===== config.mk =====
export PLATFORM = sky130hd
export DESIGN_NAME = float_sub_flat
export DESIGN_NICKNAME = d
export VERILOG_FILES = /design/src/rtl/float_sub_if.sv /design/src/rtl/float_sub.sv /design/src/flat_wrapper.sv
export SDC_FILE = /design/constraint.sdc
export NUM_CORES = 1
export LEC_CHECK = 0
export ABC_CLOCK_PERIOD_IN_PS = 9260
export CORE_ASPECT_RATIO = 2
export CORE_MARGIN = 10
export CORE_UTILIZATION = 39
export CTS_BUF_LIST = sky130_fd_sc_hd__clkbuf_2
export CTS_CLUSTER_SIZE = 14
export DETAILED_ROUTE_END_ITERATION = 6
export PLACE_DENSITY = 0.64
export SLEW_MARGIN = 20
export SYNTH_ARGS = -nofsm -noshare
export SYNTH_HDL_FRONTEND = slang
export SYNTH_SLANG_ARGS = --single-unit
export TNS_END_PERCENT = 100

===== constraint.sdc =====
create_clock -name clk -period 9.26 [get_ports clk]
set_input_delay 1.852 -clock clk [delete_from_list [all_inputs] [get_ports clk]]
set_output_delay 1.852 -clock clk [all_outputs]
set_load 0.01 [all_outputs]

===== src/rtl/float_sub_if.sv =====
// float_sub_if: operand/result handshake bundle for the float_sub mini-float subtractor.
// Latency: none (wires only).
// Backpressure: in_valid/in_ready on the operand side, out_valid/out_ready on the result side.
// Ports: master = operand producer / result consumer, slave = the subtractor.
interface float_sub_if;
    logic       in_valid;
    logic       in_ready;
    logic [7:0] a;
    logic [7:0] b;
    logic       out_valid;
    logic       out_ready;
    logic [7:0] out;
    logic       uflow;

    modport master (
        output in_valid, a, b, out_ready,
        input  in_ready, out_valid, out, uflow
    );

    modport slave (
        input  in_valid, a, b, out_ready,
        output in_ready, out_valid, out, uflow
    );
endinterface


===== src/rtl/float_sub.sv =====
// float_sub: |a| - |b| on 8-bit {sign, e[2:0], m[3:0]} mini-floats, result sign set when |b| is larger.
// Latency: 2 + k edges from accept (k = normalization shifts, 0..4); exactly 3 with FLOAT_SUB_FASTNORM_EN.
// Backpressure: result held in DONE until out_ready; in_ready high only in IDLE, operands ignored when busy.
// Ports: clk (rising edge), rst (synchronous, active-high), bus (float_sub_if.slave).
// Option: define FLOAT_SUB_FASTNORM_EN to normalize with a single leading-one shift instead of 1 bit/cycle.
module float_sub (
    input  logic        clk,
    input  logic        rst,
    float_sub_if.slave  bus
);

    typedef enum logic [1:0] {IDLE, ALIGN, NORM, DONE} state_t;

    state_t     state, state_nxt;
    logic [6:0] a_q, a_nxt;
    logic [6:0] b_q, b_nxt;
    logic [4:0] diff_q, diff_nxt;
    logic [2:0] exp_q, exp_nxt;
    logic       sign_q, sign_nxt;
    logic [7:0] out_q, out_nxt;
    logic       uflow_q, uflow_nxt;

    // Alignment datapath, only consumed in ALIGN.
    logic [2:0] exp_a, exp_b, exp_l, exp_s, shift_d;
    logic [4:0] sig_a, sig_b, sig_l, sig_s, align_diff;
    logic       a_is_large;

    always_comb begin
        exp_a      = a_q[6:4];
        exp_b      = b_q[6:4];
        // Hidden bit is implicit for every non-zero exponent.
        sig_a      = {(exp_a != 3'd0), a_q[3:0]};
        sig_b      = {(exp_b != 3'd0), b_q[3:0]};
        a_is_large = (exp_a > exp_b) || ((exp_a == exp_b) && (sig_a >= sig_b));
        exp_l      = a_is_large ? exp_a : exp_b;
        exp_s      = a_is_large ? exp_b : exp_a;
        sig_l      = a_is_large ? sig_a : sig_b;
        sig_s      = a_is_large ? sig_b : sig_a;
        shift_d    = exp_l - exp_s;
        // Larger operand is chosen first, so this never wraps.
        align_diff = sig_l - (sig_s >> shift_d);
    end

`ifdef FLOAT_SUB_FASTNORM_EN
    // One-shot normalization: shift by min(leading zeros, e - 1), which is exactly where the
    // bit-serial loop would stop (leading one reaches bit 4, or e reaches 1 for underflow).
    logic       norm_done_q, norm_done_nxt;
    logic [2:0] lead_zeros, shamt;

    always_comb begin
        lead_zeros = 3'd4;
        if (diff_q[4])      lead_zeros = 3'd0;
        else if (diff_q[3]) lead_zeros = 3'd1;
        else if (diff_q[2]) lead_zeros = 3'd2;
        else if (diff_q[1]) lead_zeros = 3'd3;
        shamt = 3'd0;
        if ((diff_q != 5'd0) && (exp_q != 3'd0))
            shamt = (lead_zeros < (exp_q - 3'd1)) ? lead_zeros : (exp_q - 3'd1);
    end
`endif

    always_comb begin
        state_nxt = state;
        a_nxt     = a_q;
        b_nxt     = b_q;
        diff_nxt  = diff_q;
        exp_nxt   = exp_q;
        sign_nxt  = sign_q;
        out_nxt   = out_q;
        uflow_nxt = uflow_q;
`ifdef FLOAT_SUB_FASTNORM_EN
        norm_done_nxt = norm_done_q;
`endif
        case (state)
            IDLE: begin
                if (bus.in_valid) begin
                    a_nxt     = bus.a[6:0];
                    b_nxt     = bus.b[6:0];
                    state_nxt = ALIGN;
                end
            end
            ALIGN: begin
                diff_nxt  = align_diff;
                exp_nxt   = exp_l;
                sign_nxt  = !a_is_large;
                state_nxt = NORM;
`ifdef FLOAT_SUB_FASTNORM_EN
                norm_done_nxt = 1'b0;
`endif
            end
            NORM: begin
`ifdef FLOAT_SUB_FASTNORM_EN
                if (!norm_done_q) begin
                    diff_nxt      = diff_q << shamt;
                    exp_nxt       = exp_q - shamt;
                    norm_done_nxt = 1'b1;
                end else
`endif
                if (diff_q == 5'd0) begin
                    out_nxt   = 8'h00;
                    uflow_nxt = 1'b0;
                    state_nxt = DONE;
                end else if (exp_q == 3'd0) begin
                    out_nxt   = {sign_q, 3'b000, diff_q[3:0]};
                    uflow_nxt = 1'b0;
                    state_nxt = DONE;
                end else if (diff_q[4]) begin
                    out_nxt   = {sign_q, exp_q, diff_q[3:0]};
                    uflow_nxt = 1'b0;
                    state_nxt = DONE;
                end else if (exp_q == 3'd1) begin
                    // No room to shift further: flush to zero.
                    out_nxt   = 8'h00;
                    uflow_nxt = 1'b1;
                    state_nxt = DONE;
                end else begin
                    diff_nxt = diff_q << 1;
                    exp_nxt  = exp_q - 3'd1;
                end
            end
            DONE: begin
                if (bus.out_ready)
                    state_nxt = IDLE;
            end
            default: state_nxt = IDLE;
        endcase
    end

    always_ff @(posedge clk) begin
        if (rst) begin
            state   <= IDLE;
            a_q     <= 7'd0;
            b_q     <= 7'd0;
            diff_q  <= 5'd0;
            exp_q   <= 3'd0;
            sign_q  <= 1'b0;
            out_q   <= 8'h00;
            uflow_q <= 1'b0;
`ifdef FLOAT_SUB_FASTNORM_EN
            norm_done_q <= 1'b0;
`endif
        end else begin
            state   <= state_nxt;
            a_q     <= a_nxt;
            b_q     <= b_nxt;
            diff_q  <= diff_nxt;
            exp_q   <= exp_nxt;
            sign_q  <= sign_nxt;
            out_q   <= out_nxt;
            uflow_q <= uflow_nxt;
`ifdef FLOAT_SUB_FASTNORM_EN
            norm_done_q <= norm_done_nxt;
`endif
        end
    end

    assign bus.in_ready  = (state == IDLE);
    assign bus.out_valid = (state == DONE);
    assign bus.out       = out_q;
    assign bus.uflow     = uflow_q;

endmodule


===== src/flat_wrapper.sv =====
// flat-port wrapper written by rule: the top's interface ports become plain ports
module float_sub_flat 
  (clk, rst, bus_in_valid, bus_a, bus_b, bus_out_ready, bus_in_ready, bus_out_valid, bus_out, bus_uflow);
  float_sub_if bus_i ();
  input  logic clk;
  input  logic rst;
  input wire logic [$bits(bus_i.in_valid)-1:0] bus_in_valid;
  input wire logic [$bits(bus_i.a)-1:0] bus_a;
  input wire logic [$bits(bus_i.b)-1:0] bus_b;
  input wire logic [$bits(bus_i.out_ready)-1:0] bus_out_ready;
  output wire logic [$bits(bus_i.in_ready)-1:0] bus_in_ready;
  output wire logic [$bits(bus_i.out_valid)-1:0] bus_out_valid;
  output wire logic [$bits(bus_i.out)-1:0] bus_out;
  output wire logic [$bits(bus_i.uflow)-1:0] bus_uflow;
  assign bus_i.in_valid = bus_in_valid;
  assign bus_i.a = bus_a;
  assign bus_i.b = bus_b;
  assign bus_i.out_ready = bus_out_ready;
  assign bus_in_ready = bus_i.in_ready;
  assign bus_out_valid = bus_i.out_valid;
  assign bus_out = bus_i.out;
  assign bus_uflow = bus_i.uflow;
  float_sub u_core (.clk(clk), .rst(rst), .bus(bus_i));
endmodule

==> impl_metrics.json, run 1 <==
{
  "status": "complete, no violations",
  "ys_warn_count": 0,
  "netlist.top_cell.by_area": "dfxtp_1",
  "grt.overflow.total": 0,
  "tritoncts": "done",
  "antenna_found_initial": 0,
  "timing.setup.tns_ns": 0,
  "via_per_inst": 5.439,
  "final-hold-violation-count": 0,
  "ctsResizeCount": 0,
  "ir_worst_vdd_v": 0.0001672,
  "grt_pass1_vias": 2030,
  "die_w_um": 74.11,
  "synth_edf_count": 0,
  "remaining_drc_errors": 0,
  "die-area_sq_mm": 0.009501,
  "clkLatencyLatePin_ns": 0.38,
  "place_congestion": 0.8639,
  "synth-simple-area-share_pct": 24.60,
  "io_pins": 31,
  "drt_pass1_iterations": 4,
  "num_rows": 39,
  "cts_buffers": 5,
  "r2r_end": "u_core.diff_q[4]",
  "max-slew-margin-rel_pct": 40.36,
  "synth_top_family_by_area": "simple AND/OR/NAND/NOR gates",
  "synth_ff_type": "dfxtp_1",
  "cts_max_path_buffers": 2,
  "diodes": 0,
  "synthAdderAreaFrac_pct": 11.29,
  "whs_endpoint": "u_core.bus.out[0]",
  "avgSynthCellArea_sq_um": 8.395,
  "wl_per_cell_um": 14.14,
  "crit_path_max_fanout": 13,
  "start_kind": "register",
  "synth-seq-area-share_pct": 29.81,
  "post_dp_cell_area_sq_mm": 0.002599,
  "area_delta_synth_final_pct": 16.66,
  "clockRootBuffer": "clkbuf_2",
  "rsz0062_at_grt": "false",
  "path_class": "reg2reg",
  "syn_area_sq_mm": 0.002283,
  "layout.nets": 336,
  "yosys_register_bits": 34,
  "worst_pin_slew_ns": 0.8946,
  "fin_area_sq_mm": 0.002664,
  "grt_start_max_net_pins": 35,
  "maxCapViolCount": 0,
  "synthMuxAreaShare_pct": 9.151,
  "cellLeakagePower_uw": 0.001016,
  "post_cts_buffers": 0,
  "synthDistinctLibCells": 55,
  "regArea_sq_um": 680.7,
  "hold-path-cell-count": 2,
  "multi_input_area_sq_mm": 0.001486,
  "worstReg2RegStart": "u_core.a_q[4]",
  "netlist.area_leader.share_pct": 29.81,
  "fp.dieH_um": 128.2,
  "end_kind": "register",
  "via_count": 1947,
  "final_layout_size_suffix_gt1_share_pct": 9.428,
  "drt_wl_total_um": 5061,
  "synth_compound_area_share_pct": 18.58,
  "setup_viol": 0,
  "fin_crit_ns": 4.978,
  "crit_arrival_ns": 5.27,
  "drtIter0Drc": 112,
  "synthTopCellsByArea": "dfxtp_1 (30%), ha_1 (10%), a21oi_1 (8.1%), nand2_1 (6.7%), mux4_1 (3.5%)",
  "grt_pass1_wl_um": 8942,
  "rr_worst_depth": 23,
  "synthesis.instances": 272,
  "hpwl_um": 4004,
  "hold_buffers": 0,
  "htreeDepth": 2,
  "timing.final.crit_share_pct": 53.76,
  "r2r_slack_ns": 4.28,
  "clock-sinks": 34,
  "hold_start": "u_core.bus.out[0]",
  "fmax_ghz": 0.2009,
  "powerDensity_mw_per_mm2": 340.8,
  "synth-async-reset-ratio_pct": 0,
  "initial_core_util_pct": 40.00,
  "grt_usage_pct": 11.43,
  "core-area_sq_mm": 0.005709,
  "fillCellCount": 581,
  "drtAntennaViolNets": 0,
  "portBuffers": 28,
  "synth_nets": 312,
  "slew_viol_final": 0,
  "final.setup_skew_ns": 0.02317,
  "synth-xor-area-share_pct": 1.479,
  "required_ns": 9.55,
  "clk_pin_slew_ns": 0.18,
  "hold_class": "reg2reg"
}
logic make-up after synthesis:
| kind of cell | Yosys count |
|---|---|
| AOI/OAI and AO/OA | 65 |
| adders and majority gates | 20 |
| and+or+nand+nor | 107 |
| xor gates and xnor gates | 3 |
| DFF | 34 |
| buffers and inverters | 29 |
| muxes | 14 |
registers in the layout, summed over array words and instances, names as in the netlist:
| signal | cells |
|---|---|
| u_core.diff_q | 5 |
| u_core.bus.uflow | 1 |
| u_core.exp_q | 3 |
| u_core.bus.out | 8 |
| u_core.b_q | 7 |
| u_core.state | 2 |
| u_core.sign_q | 1 |
| u_core.a_q | 7 |
cell usage after synthesis, types with 2 or more instances:
cell,count
a221oi_1,2
mux2_1,3
mux2_2,3
nand4b_1,2
inv_1,15
a21o_1,2
clkbuf_1,10
a211oi_1,3
nor3_2,3
a21oi_1,37
buf_4,2
mux4_1,3
nand2b_1,3
o311ai_1,2
mux2i_1,4
o21ai_0,3
nand2_2,2
nor2_1,16
a311oi_1,3
o21ai_1,4
xor2_1,2
nor2b_1,8
ha_1,19
dfxtp_1,34
nor3_1,8
nand3_1,6
nor3b_1,4
and2_1,2
nand2_1,41
layout by cell type, fill, tap and decap left out, types with 2 or more instances in the layout:
cell type,Yosys,final
dfxtp_1,34,34
mux4_1,3,3
nand3_1,6,6
clkbuf_2,0,7
a211oi_1,3,3
nor2_1,16,16
and2_1,2,2
a221oi_1,2,2
nand4b_1,2,2
nand2_2,2,2
inv_1,15,15
a21o_1,2,2
mux2i_1,4,4
clkdlybuf4s50_1,0,28
a21oi_1,37,37
mux2_2,3,3
ha_1,19,19
o311ai_1,2,2
nor3_1,8,8
xor2_1,2,2
nor3_2,3,3
o21ai_0,3,3
mux2_1,3,3
nor3b_1,4,4
nor2b_1,8,8
a311oi_1,3,3
nand2_1,41,41
buf_4,2,2
o21ai_1,4,4
nand2b_1,3,3
worst max-delay path by stage:
stage	startpoint	to	slack, ns	cells past startpoint
2_1_floorplan	u_core.a_q[4]	u_core.diff_q[4]	4.80	25
3_3_place_gp	u_core.a_q[4]	u_core.diff_q[4]	4.35	23
3_5_place_dp	u_core.a_q[4]	u_core.diff_q[4]	4.23	23
4_1_cts	u_core.a_q[4]	u_core.diff_q[4]	4.23	23
5_1_grt	u_core.a_q[4]	u_core.diff_q[4]	3.80	23
6_report	u_core.a_q[4]	u_core.diff_q[4]	4.28	23
power by group:
group | total, uW | switching (uW) | internal (uW)
combinational | 596 | 333 | 263
sequential | 212 | 34.2 | 178
clock | 99.8 | 51.6 | 48.2
critical path, stage by stage, from the launching register on:
cell,delay (ns)
dfxtp_1,0.47
inv_1,0.07
ha_1,0.44
and3_1,0.35
a21o_1,0.14
o21ai_1,0.12
nor3_4,0.48
nor3b_1,0.10
a21oi_1,0.16
ha_1,0.18
nor2b_1,0.05
o311ai_1,0.08
a2bb2oi_2,0.20
xnor2_2,0.20
mux2i_1,0.23
o21ai_1,0.08
ha_1,0.22
fa_1,0.38
nor2b_1,0.15
o21ai_0,0.09
nand2b_1,0.09
xor2_1,0.17
nor3b_1,0.08
a2111oi_2,0.38
area by class of cell:
cell class                      count  area share, %
Clock inverter                      1          1.127
Clock buffer                        7          1.315
Tap cell                           61          2.865
Sequential cell                    34          25.55
Inverter                           16          2.255
Multi-Input combinational cell    209          55.80
Timing Repair Buffer               30          11.09
through the flow:
stage | util, % | setup slack, ns | hold WS [ns] | std cells | total power [uW]
after floorplan | - | 4.797 | 0.4448 | 272 | 699.2
after global placement | 45.52 | 4.347 | 0.4370 | 350 | 801.9
after detailed placement | 45.52 | 4.230 | 0.4437 | 350 | 817.4
after CTS | 46.66 | 4.225 | 0.4636 | 358 | 919.6
after global routing | 46.66 | 3.798 | 0.4862 | 358 | 1002
final | 46.66 | 4.282 | 0.4604 | 358 | 907.7
routing by layer:
| layer | wire length [um] | track usage, % | part of all wire [%] | vias up |
|---|---|---|---|---|
| met3 | 180 | 1.705 | 3.6 | 12 |
| li1 | - | - | - | 1014 |
| met1 | 1810 | 10.98 | 36 | 881 |
| met5 | 0 | 0 | 0 | - |
| met2 | 2909 | 21.77 | 57 | 40 |
| met4 | 160 | 5.843 | 3.2 | 0 |
No activity file was read; power rests on OpenSTA's default activity.
==> run 2: changes to the inputs <==
--- a/config.mk
+++ b/config.mk
@@ -5,7 +5,7 @@
 export SDC_FILE = /design/constraint.sdc
 export NUM_CORES = 1
 export LEC_CHECK = 0
-export ABC_CLOCK_PERIOD_IN_PS = 9260
+export ABC_CLOCK_PERIOD_IN_PS = 4700
 export CORE_ASPECT_RATIO = 2
 export CORE_MARGIN = 10
 export CORE_UTILIZATION = 39
==> constraint.sdc (replaced) <==
create_clock -name clk -period 4.7 [get_ports clk]
set_input_delay 0.94 -clock clk [delete_from_list [all_inputs] [get_ports clk]]
set_output_delay 0.94 -clock clk [all_outputs]
set_load 0.01 [all_outputs]
==> run 2 against run 1 <==
Against the previous run:
- routed wire length up 4.4%
- sequential cell count unchanged
- first-iteration DRC count up 25%
- utilization up 2.4 points
- combinational power up 120%
==> impl_metrics.json, run 2 (synthesis gave the netlist of run 1 again) <==
{
  "status": "complete, no violations",
  "rsz0062_at_grt": "false",
  "num_rows": 39,
  "largest_reg_flops": 8,
  "final-hold-violation-count": 0,
  "final_common_cell": "nand2_1",
  "drtIter0Drc": 140,
  "clock-sinks": 34,
  "drt_pass1_iterations": 4,
  "via_count": 2025,
  "slew_viol_final": 0,
  "hpwl_um": 4089,
  "final.setup_skew_ns": 0.01604,
  "wl_per_cell_um": 14.21,
  "tritoncts": "done",
  "clkLatencyLatePin_ns": 0.39,
  "grt_pass1_wl_um": 9101,
  "maxCapViolCount": 0,
  "remaining_drc_errors": 0,
  "antenna_found_initial": 0,
  "die_w_um": 74.11,
  "grt_start_max_net_pins": 35,
  "drtAntennaViolNets": 0,
  "drt_wl_total_um": 5286,
  "diodes": 0,
  "layout.nets": 350,
  "fp.dieH_um": 128.2,
  "grt.overflow.total": 0,
  "cellLeakagePower_uw": 0.001070,
  "setup_viol": 0,
  "cts_buffers": 5,
  "grt_pass1_vias": 2134,
  "powerDensity_mw_per_mm2": 664.4,
  "via_per_inst": 5.444,
  "final_layout_size_suffix_gt1_share_pct": 17.36,
  "timing.final.crit_share_pct": 92.84,
  "crit_arrival_ns": 4.67,
  "end_kind": "register",
  "power.total_uw": 1860,
  "cts_max_path_buffers": 2,
  "critPathLaunch": "u_core.a_q[0]",
  "fin_crit_ns": 4.363,
  "path_class": "reg2reg",
  "hold_class": "reg2reg",
  "worst_pin_slew_ns": 0.8975,
  "clockRootBuffer": "clkbuf_2",
  "core-area_sq_mm": 0.005709,
  "area_delta_synth_final_pct": 22.63,
  "htreeDepth": 2,
  "worstReg2RegStart": "u_core.a_q[0]",
  "clk_pin_slew_ns": 0.19,
  "timing.setup.tns_ns": 0,
  "io_pins": 31,
  "ir_worst_vdd_v": 0.0004596,
  "required_ns": 5.01,
  "layout_common_cells": "nand2_1 (41), a21oi_1 (37), dfxtp_1 (31)",
  "start_kind": "register",
  "die-area_sq_mm": 0.009501,
  "hold_start": "u_core.bus.out[2]",
  "finish.utilization_pct": 49.05,
  "initial_core_util_pct": 40.00,
  "grt_usage_pct": 11.65,
  "fmax_ghz": 0.2292,
  "max-slew-margin-rel_pct": 40.17,
  "portBuffers": 28,
  "place_congestion": 0.8503,
  "crit_path_max_fanout": 3
}
==> run 2: path summary, 6_finish.rpt <==
kind / to / slack, ns / cells after the start
setup / recovery: u_core.diff_q[4] / 0.34 / 23
hold / removal: u_core.bus.out[2] / 0.46 / 2
setup reg to reg: u_core.diff_q[4] / 0.34 / 23
hold reg to reg: u_core.bus.out[2] / 0.46 / 2
==> run 2: area by class of cell <==
type,instances,area (sq um)
clock inverters,3,16.27
fillers,585,2909
flip-flops and latches,34,684.4
clock buffers,5,25.02
well taps,61,76.32
repair buffers,44,400.4
multi-input cells,209,1538
inverters,16,60.06
==> run 2: layer usage <==
layer	GRT usage, %	share of wire, %	up-vias
met2	22.63	57	38
met4	5.292	2.9	0
met5	0	0	-
met3	2.248	3.5	16
li1	-	-	1039
met1	10.78	36	932
==> run 2: through the flow <==
stage | cell area [sq um] | setup slack [ns] | std cells | hold WS (ns)
6_report | 2800 | 0.3367 | 372 | 0.4611
3_5_place_dp | 2689 | 0.07794 | 362 | 0.4452
3_3_place_gp | 2689 | 0.1713 | 362 | 0.4372
5_1_grt | 2800 | 0.02941 | 372 | 0.4864
2_1_floorplan | 2283 | 0.2371 | 272 | 0.4448
4_1_cts | 2730 | 0.04247 | 370 | 0.4655
==> run 2: critical path: stages (launching register included) <==
cell	delay, ns
dfxtp_2	0.37
inv_1	0.05
ha_1	0.26
nand2b_4	0.15
a2111oi_4	0.27
buf_4	0.19
nor3_4	0.05
nor4_2	0.26
a21oi_1	0.11
ha_2	0.19
nor2b_2	0.12
o311ai_2	0.10
a2bb2oi_2	0.16
xnor2_2	0.27
mux2i_1	0.22
o21ai_1	0.09
ha_2	0.19
fa_2	0.33
nor2b_1	0.15
o21ai_0	0.09
nand2b_1	0.09
xor2_1	0.18
nor3b_1	0.08
a2111oi_2	0.31
==> run 2: where the power goes <==
part	total [uW]	internal [uW]	leakage [uW]	switching, uW
sequential	410	352	0.000279	57.7
clock	140	33.9	0.0000264	106
combinational	1310	605	0.000765	705
total	1860	991	0.00107	869
==> run 2: repair_timing <==
action,in CTS,in global routing
endpoints found under the setup margin,0,3
resized for setup,0,14
setup buffers,0,2
hold buffers,0,0
